`config.mk`:
```
export PLATFORM = sky130hd
export DESIGN_NAME = pipelined_segment_adder
export DESIGN_NICKNAME = d
export VERILOG_FILES = /design/src/rtl/psa_pkg.sv /design/src/rtl/psa_stage.sv /design/src/rtl/rca_block.sv /design/src/rtl/pipelined_segment_adder.sv
export SDC_FILE = /design/constraint.sdc
export NUM_CORES = 1
export LEC_CHECK = 0
export BUFFER_PORTS_ARGS = -buffer_cell sky130_fd_sc_hd__buf_2
export CAP_MARGIN = 10
export CORE_ASPECT_RATIO = 0.75
export CORE_UTILIZATION = 57
export DETAILED_ROUTE_END_ITERATION = 8
export PLACE_DENSITY = 0.78
export SLEW_MARGIN = 40
export SYNTH_ARGS = -nofsm -noshare
export SYNTH_HDL_FRONTEND = slang
export SYNTH_SLANG_ARGS = --single-unit
```
`constraint.sdc`:
```
create_clock -name clk_i -period 3.2 [get_ports clk_i]
set_clock_uncertainty 0.2 [all_clocks]
set_input_delay 0.64 -clock clk_i [delete_from_list [all_inputs] [get_ports clk_i]]
set_output_delay 0.64 -clock clk_i [all_outputs]
set_load 0.02 [all_outputs]
```
`src/rtl/psa_pkg.sv`:
```
// Shared constants and elaboration helpers for the pipelined segment adder.
package psa_pkg;

    localparam int DEF_W = 16;
    localparam int DEF_N = 4;

    function automatic int num_stages(input int w, input int n);
        return w / n;
    endfunction

    // Evaluated at elaboration; a false result stops the build.
    function automatic bit width_ok(input int w, input int n);
        return (n > 0) && (w >= n) && ((w % n) == 0);
    endfunction

endpackage

```
`src/rtl/psa_stage.sv`:
```
// One pipeline stage: registers the incoming state, then adds segment K.
// With PSA_CARRY_CUT_EN defined, only the top stage forwards its carry-out.
module psa_stage
    import psa_pkg::*;
#(
    parameter int W = DEF_W,
    parameter int N = DEF_N,
    parameter int K = 0
) (
    input  logic                   clk_i,
    input  logic                   rst_i,
    input  logic                   adv,
    input  logic                   valid_d,
    input  logic                   carry_d,
    input  logic [2*W-K*N-1:0]     z_d,
    output logic                   valid_q,
    output logic                   carry_nx,
    output logic [2*W-K*N-N-1:0]   z_nx
);

    localparam int S  = num_stages(W, N);
    localparam int ZW = 2*W - K*N;

    // z_q = {remaining b slices, remaining a slices, completed sum slices};
    // the low W bits hold a above bit K*N and the sum below it.
    logic            carry_q;
    logic [ZW-1:0]   z_q;
    logic [N-1:0]    seg_sum;
    logic            seg_co;
    logic [W-1:0]    x_nx;

    always_ff @(posedge clk_i) begin
        if (rst_i) begin
            valid_q <= 1'b0;
            carry_q <= 1'b0;
            z_q     <= '0;
        end else if (adv) begin
            valid_q <= valid_d;
            carry_q <= carry_d;
            z_q     <= z_d;
        end
    end

    rca_block #(.N(N)) u_rca (
        .a  (z_q[K*N +: N]),
        .b  (z_q[W +: N]),
        .ci (carry_q),
        .s  (seg_sum),
        .co (seg_co)
    );

    always_comb begin
        x_nx            = z_q[W-1:0];
        x_nx[K*N +: N]  = seg_sum;
    end

    if (K == S-1) begin : g_last
        assign z_nx = x_nx;
    end else begin : g_mid
        assign z_nx = {z_q[ZW-1:W+N], x_nx};
    end

`ifdef PSA_CARRY_CUT_EN
    assign carry_nx = (K == S-1) ? seg_co : 1'b0;
`else
    assign carry_nx = seg_co;
`endif

endmodule

```
`src/rtl/rca_block.sv`:
```
// N-bit ripple-carry adder used as the per-stage segment adder.
module rca_block #(
    parameter int N = 4
) (
    input  logic [N-1:0] a,
    input  logic [N-1:0] b,
    input  logic         ci,
    output logic [N-1:0] s,
    output logic         co
);

    logic [N:0] c;

    always_comb begin
        s    = '0;
        c    = '0;
        c[0] = ci;
        for (int i = 0; i < N; i++) begin
            s[i]   = a[i] ^ b[i] ^ c[i];
            c[i+1] = (a[i] & b[i]) | (c[i] & (a[i] ^ b[i]));
        end
    end

    assign co = c[N];

endmodule

```
`src/rtl/pipelined_segment_adder.sv`:
```
// W-bit adder resolved N bits per clock across W/N stages, elastic valid/ready.
// Optional PSA_CARRY_CUT_EN turns it into a block-based approximate adder.
module pipelined_segment_adder
    import psa_pkg::*;
#(
    parameter int W = DEF_W,
    parameter int N = DEF_N
) (
    input  logic         clk_i,
    input  logic         rst_i,
    input  logic         valid_i,
    output logic         ready_o,
    input  logic [W-1:0] a_i,
    input  logic [W-1:0] b_i,
    input  logic         c_i,
    output logic         valid_o,
    input  logic         ready_i,
    output logic [W-1:0] s_o,
    output logic         c_o
);

    localparam int S = num_stages(W, N);

    if (!width_ok(W, N)) begin : g_cfg_err
        $fatal(1, "pipelined_segment_adder: W must be a positive multiple of N");
    end

    // Handshake: a beat moves on a rising edge where valid & ready are both 1.
    // The whole pipe shifts together when the output is empty or being taken,
    // so ready_o depends only on valid_o and ready_i; outputs hold while stalled.
    logic         adv;
    logic         last_valid;
    logic         last_carry;
    logic [W-1:0] last_sum;

    assign adv     = ~valid_o | ready_i;
    assign ready_o = adv;

    for (genvar k = 0; k < S; k++) begin : g_stage
        logic                 valid_d;
        logic                 carry_d;
        logic                 valid_q;
        logic                 carry_nx;
        logic [2*W-k*N-1:0]   z_d;
        logic [2*W-k*N-N-1:0] z_nx;

        if (k == 0) begin : g_head
            assign valid_d = valid_i;
            assign carry_d = c_i;
            assign z_d     = {b_i, a_i};
        end else begin : g_link
            assign valid_d = g_stage[k-1].valid_q;
            assign carry_d = g_stage[k-1].carry_nx;
            assign z_d     = g_stage[k-1].z_nx;
        end

        psa_stage #(.W(W), .N(N), .K(k)) u_stage (
            .clk_i    (clk_i),
            .rst_i    (rst_i),
            .adv      (adv),
            .valid_d  (valid_d),
            .carry_d  (carry_d),
            .z_d      (z_d),
            .valid_q  (valid_q),
            .carry_nx (carry_nx),
            .z_nx     (z_nx)
        );

        if (k == S-1) begin : g_tail
            assign last_valid = valid_q;
            assign last_carry = carry_nx;
            assign last_sum   = z_nx;
        end
    end

    // Data only loads with a valid beat so bubbles never show on s_o/c_o.
    always_ff @(posedge clk_i) begin
        if (rst_i) begin
            valid_o <= 1'b0;
            s_o     <= '0;
            c_o     <= 1'b0;
        end else if (adv) begin
            valid_o <= last_valid;
            if (last_valid) begin
                s_o <= last_sum;
                c_o <= last_carry;
            end
        end
    end

endmodule

```
==> reports/qor.csv <==
metric,value,unit
synthesized cell area,4970,sq um
I/O pin cnt,56,
Layout Nets,685,
final slew viol count,0,
Slew @ Worst Pin,708,ps
Die Y,82.8,um
first-pass GRT wire length,17.1,mm
Pleak,2.32,nW
Synth Warn #,0,
Area Growth Syn to Fin,16.8,%
DRT Pass-1 Iters,5,
crit-path max FO,2,
number of synthesized register bits,130,
Avg Inst Size Synth,8.29,sq um
Setup crit start kind,flip-flop,
clk root buf,clkbuf_16,
Max Freq,0.405,GHz
status,"finished, final reports clean",
CP peak stage delay,420,ps
CP Class,flip-flop to flip-flop,
pin count of the biggest net entering global routing,131,
"Arr. time, crit path",2590,ps
hold path startpoint,g_stage[3].u_stage.z_q[10],
diodes inserted,0,
die area,9100,sq um
Peak VDD IR,490,uV
Clock Latency Late Sink,410,ps
Buf/Inv on CP,3,
drt drc,0,
Worst Hold Class,flip-flop to flip-flop,
CTS tree,yes,
Via-to-Cell Ratio,5.21,
Reg-to-Reg Start,g_stage[3].u_stage.z_q[12],
"delay-heaviest family, CP",adder cells,
max_cap viols,0,
Antenna Violating Nets Remaining,0,
DR WL/cell,13.0,um
crit path cell chain,"fa_1, inv_1, fa_1, inv_1, fa_1, inv_1, fa_1, a211oi_1",
Worst setup EP type,flip-flop,
Row Count,29,
initial drt markers,347,
Required @ worst endpoint,3320,ps
"Reg clk slew, reported paths",60,ps
Die Wd,110,um
Starting Density,58.8,%
clk buf depth,2,
cts repair resizes,0,
Tcrit/Tclk final,77.1,%
r2r endpoint,s_o[15],
post-CTS setup buffers,0,
vias,3918,
Finished Core Util,68.6,%
total wire length,9.75,mm
power per standard cell area,671,nW/um^2
setup TNS,0,ps
Reg2Reg Depth,8,
Cell variety after synth,16,
CORE AREA,8450,sq um
fill count,681,
HPWL Detailed,5.74,mm
Post-CTS Hold Fix Bufs,0,
register area share after synthesis,52.4,%
RSZ-0062 raised after global routing,no,
hold depth,2,
slew margin rel.,52.7,%
cell count after synthesis,599,
port buffer count,55,
CP max stage cell,fa_1,
cts bufs inserted,17,
reg2reg setup slack,730,ps
CTS sink cnt,130,
initial antenna violation count,0,
final hold vios,0,
RePlAce Congestion,0.792,
Setup-failing EPs final,0,
min Tclk post-route,2470,ps
layout cells sized above 1,14.3,%
CTS H-tree depth,4,
"Top cell by count, worst path",fa_1,
number of global-route vias before repair,3790,
syn nets,652,
GRT Resource Usage Total,24.2,%
total gr overflow,0,
hold path endpoint,g_stage[3].u_stage.z_q[10],
worst max-delay path by stage:
stage | from | to | slack, ps | cells after the start
4_1_cts | g_stage[3].u_stage.z_q[12] | s_o[15] | 710 | 8
5_1_grt | g_stage[3].u_stage.z_q[12] | s_o[15] | 590 | 8
2_1_floorplan | g_stage[1].u_stage.z_q[4] | g_stage[2].u_stage.z_q[7] | 880 | 8
3_3_place_gp | g_stage[1].u_stage.z_q[4] | g_stage[2].u_stage.z_q[7] | 830 | 8
6_report | g_stage[3].u_stage.z_q[12] | s_o[15] | 730 | 8
3_5_place_dp | g_stage[2].u_stage.z_q[8] | g_stage[3].u_stage.z_q[11] | 730 | 8
routing by layer:
metal / global-route usage (%) / part of all wire (%) / vias up
met3: 8.24 / 3.3 / 12
li1: - / - / 1986
met4: 6.55 / 1.2 / 0
met5: 0 / 0 / -
met1: 29.6 / 44 / 1856
met2: 40.3 / 51 / 64
report_power, final:
part	total [mW]	internal, mW	switching [mW]
combinational	0.155	0.0654	0.0899
sequential	1.72	1.69	0.0372
clock	2.01	1.33	0.680
total	3.89	3.09	0.807
cells in the mapped netlist:
cell	number	area share, %
nand3_1	14	1.4
clkbuf_1	13	0.98
nor2_1	10	0.76
fa_1	16	6.4
buf_4	8	1.2
nand2_1	206	16
o21ai_0	14	1.4
a211oi_1	11	1.7
inv_1	28	2.1
buf_6	6	1.4
buf_2	18	1.8
inv_2	2	0.15
a211oi_2	1	0.25
nor2b_4	1	0.28
a21oi_1	121	12
dfxtp_1	130	52
registers in the layout, summed over array words and instances (netlist names):
signal and count:
c_o 1, g_stage.u_stage.carry_q 4, g_stage.u_stage.valid_q 4, g_stage.u_stage.z_q 104, s_o 16, valid_o 1
layout by cell type (no fill, tap or decap):
master	count
nand2_1	206
dfxtp_1	130
a21oi_1	121
buf_2	54
inv_1	28
clkbuf_16	17
fa_1	16
nand3_1	14
o21ai_0	14
a211oi_1	11
nor2_1	10
bufinv_16	4
clkinvlp_4	3
clkinv_2	3
buf_12	3
clkbuf_8	2
clkbuf_1	2
buf_4	2
nor2b_4	1
inv_4	1
inv_2	1
a211oi_2	1
layout make-up:
cell class	count	area (sq um)	area share [%]
clock buffer	21	460	7.94
clock inverter	10	158	2.72
inverter	30	115	1.98
multi-input combinational	394	1990	34.2
sequential	130	2600	44.9
tap	108	135	2.33
timing repair buffer	59	345	5.95
cells by family (layout without fill, tap and decap cells):
kind of cell | after synthesis | count (layout) | share of synthesized area (%)
and+or+nand+nor | 231 | 231 | 18.0
buffers and inverters | 75 | 120 | 7.63
AOI/OAI and AO/OA | 147 | 147 | 15.5
adders and majority gates | 16 | 16 | 6.45
DFF | 130 | 130 | 52.4
tightest hold or removal path, stage by stage (launching register included):
cell and delay [ps]:
dfxtp_1 310, nand2_1 50, a21oi_1 50
through the flow:
stage / power, mW / hold slack, ps / cell area (sq um) / worst slack [ps] / instances
detailed placement: 1.91 / 244 / 5180 / 729 / 721
finish: 3.89 / 250 / 5800 / 733 / 752
global route: 4.04 / 267 / 5800 / 590 / 752
global placement: 1.90 / 241 / 5180 / 831 / 721
floorplan: 1.85 / 232 / 4970 / 884 / 599
CTS: 3.93 / 252 / 5800 / 707 / 752
No activity file was read; power rests on OpenSTA's default activity.
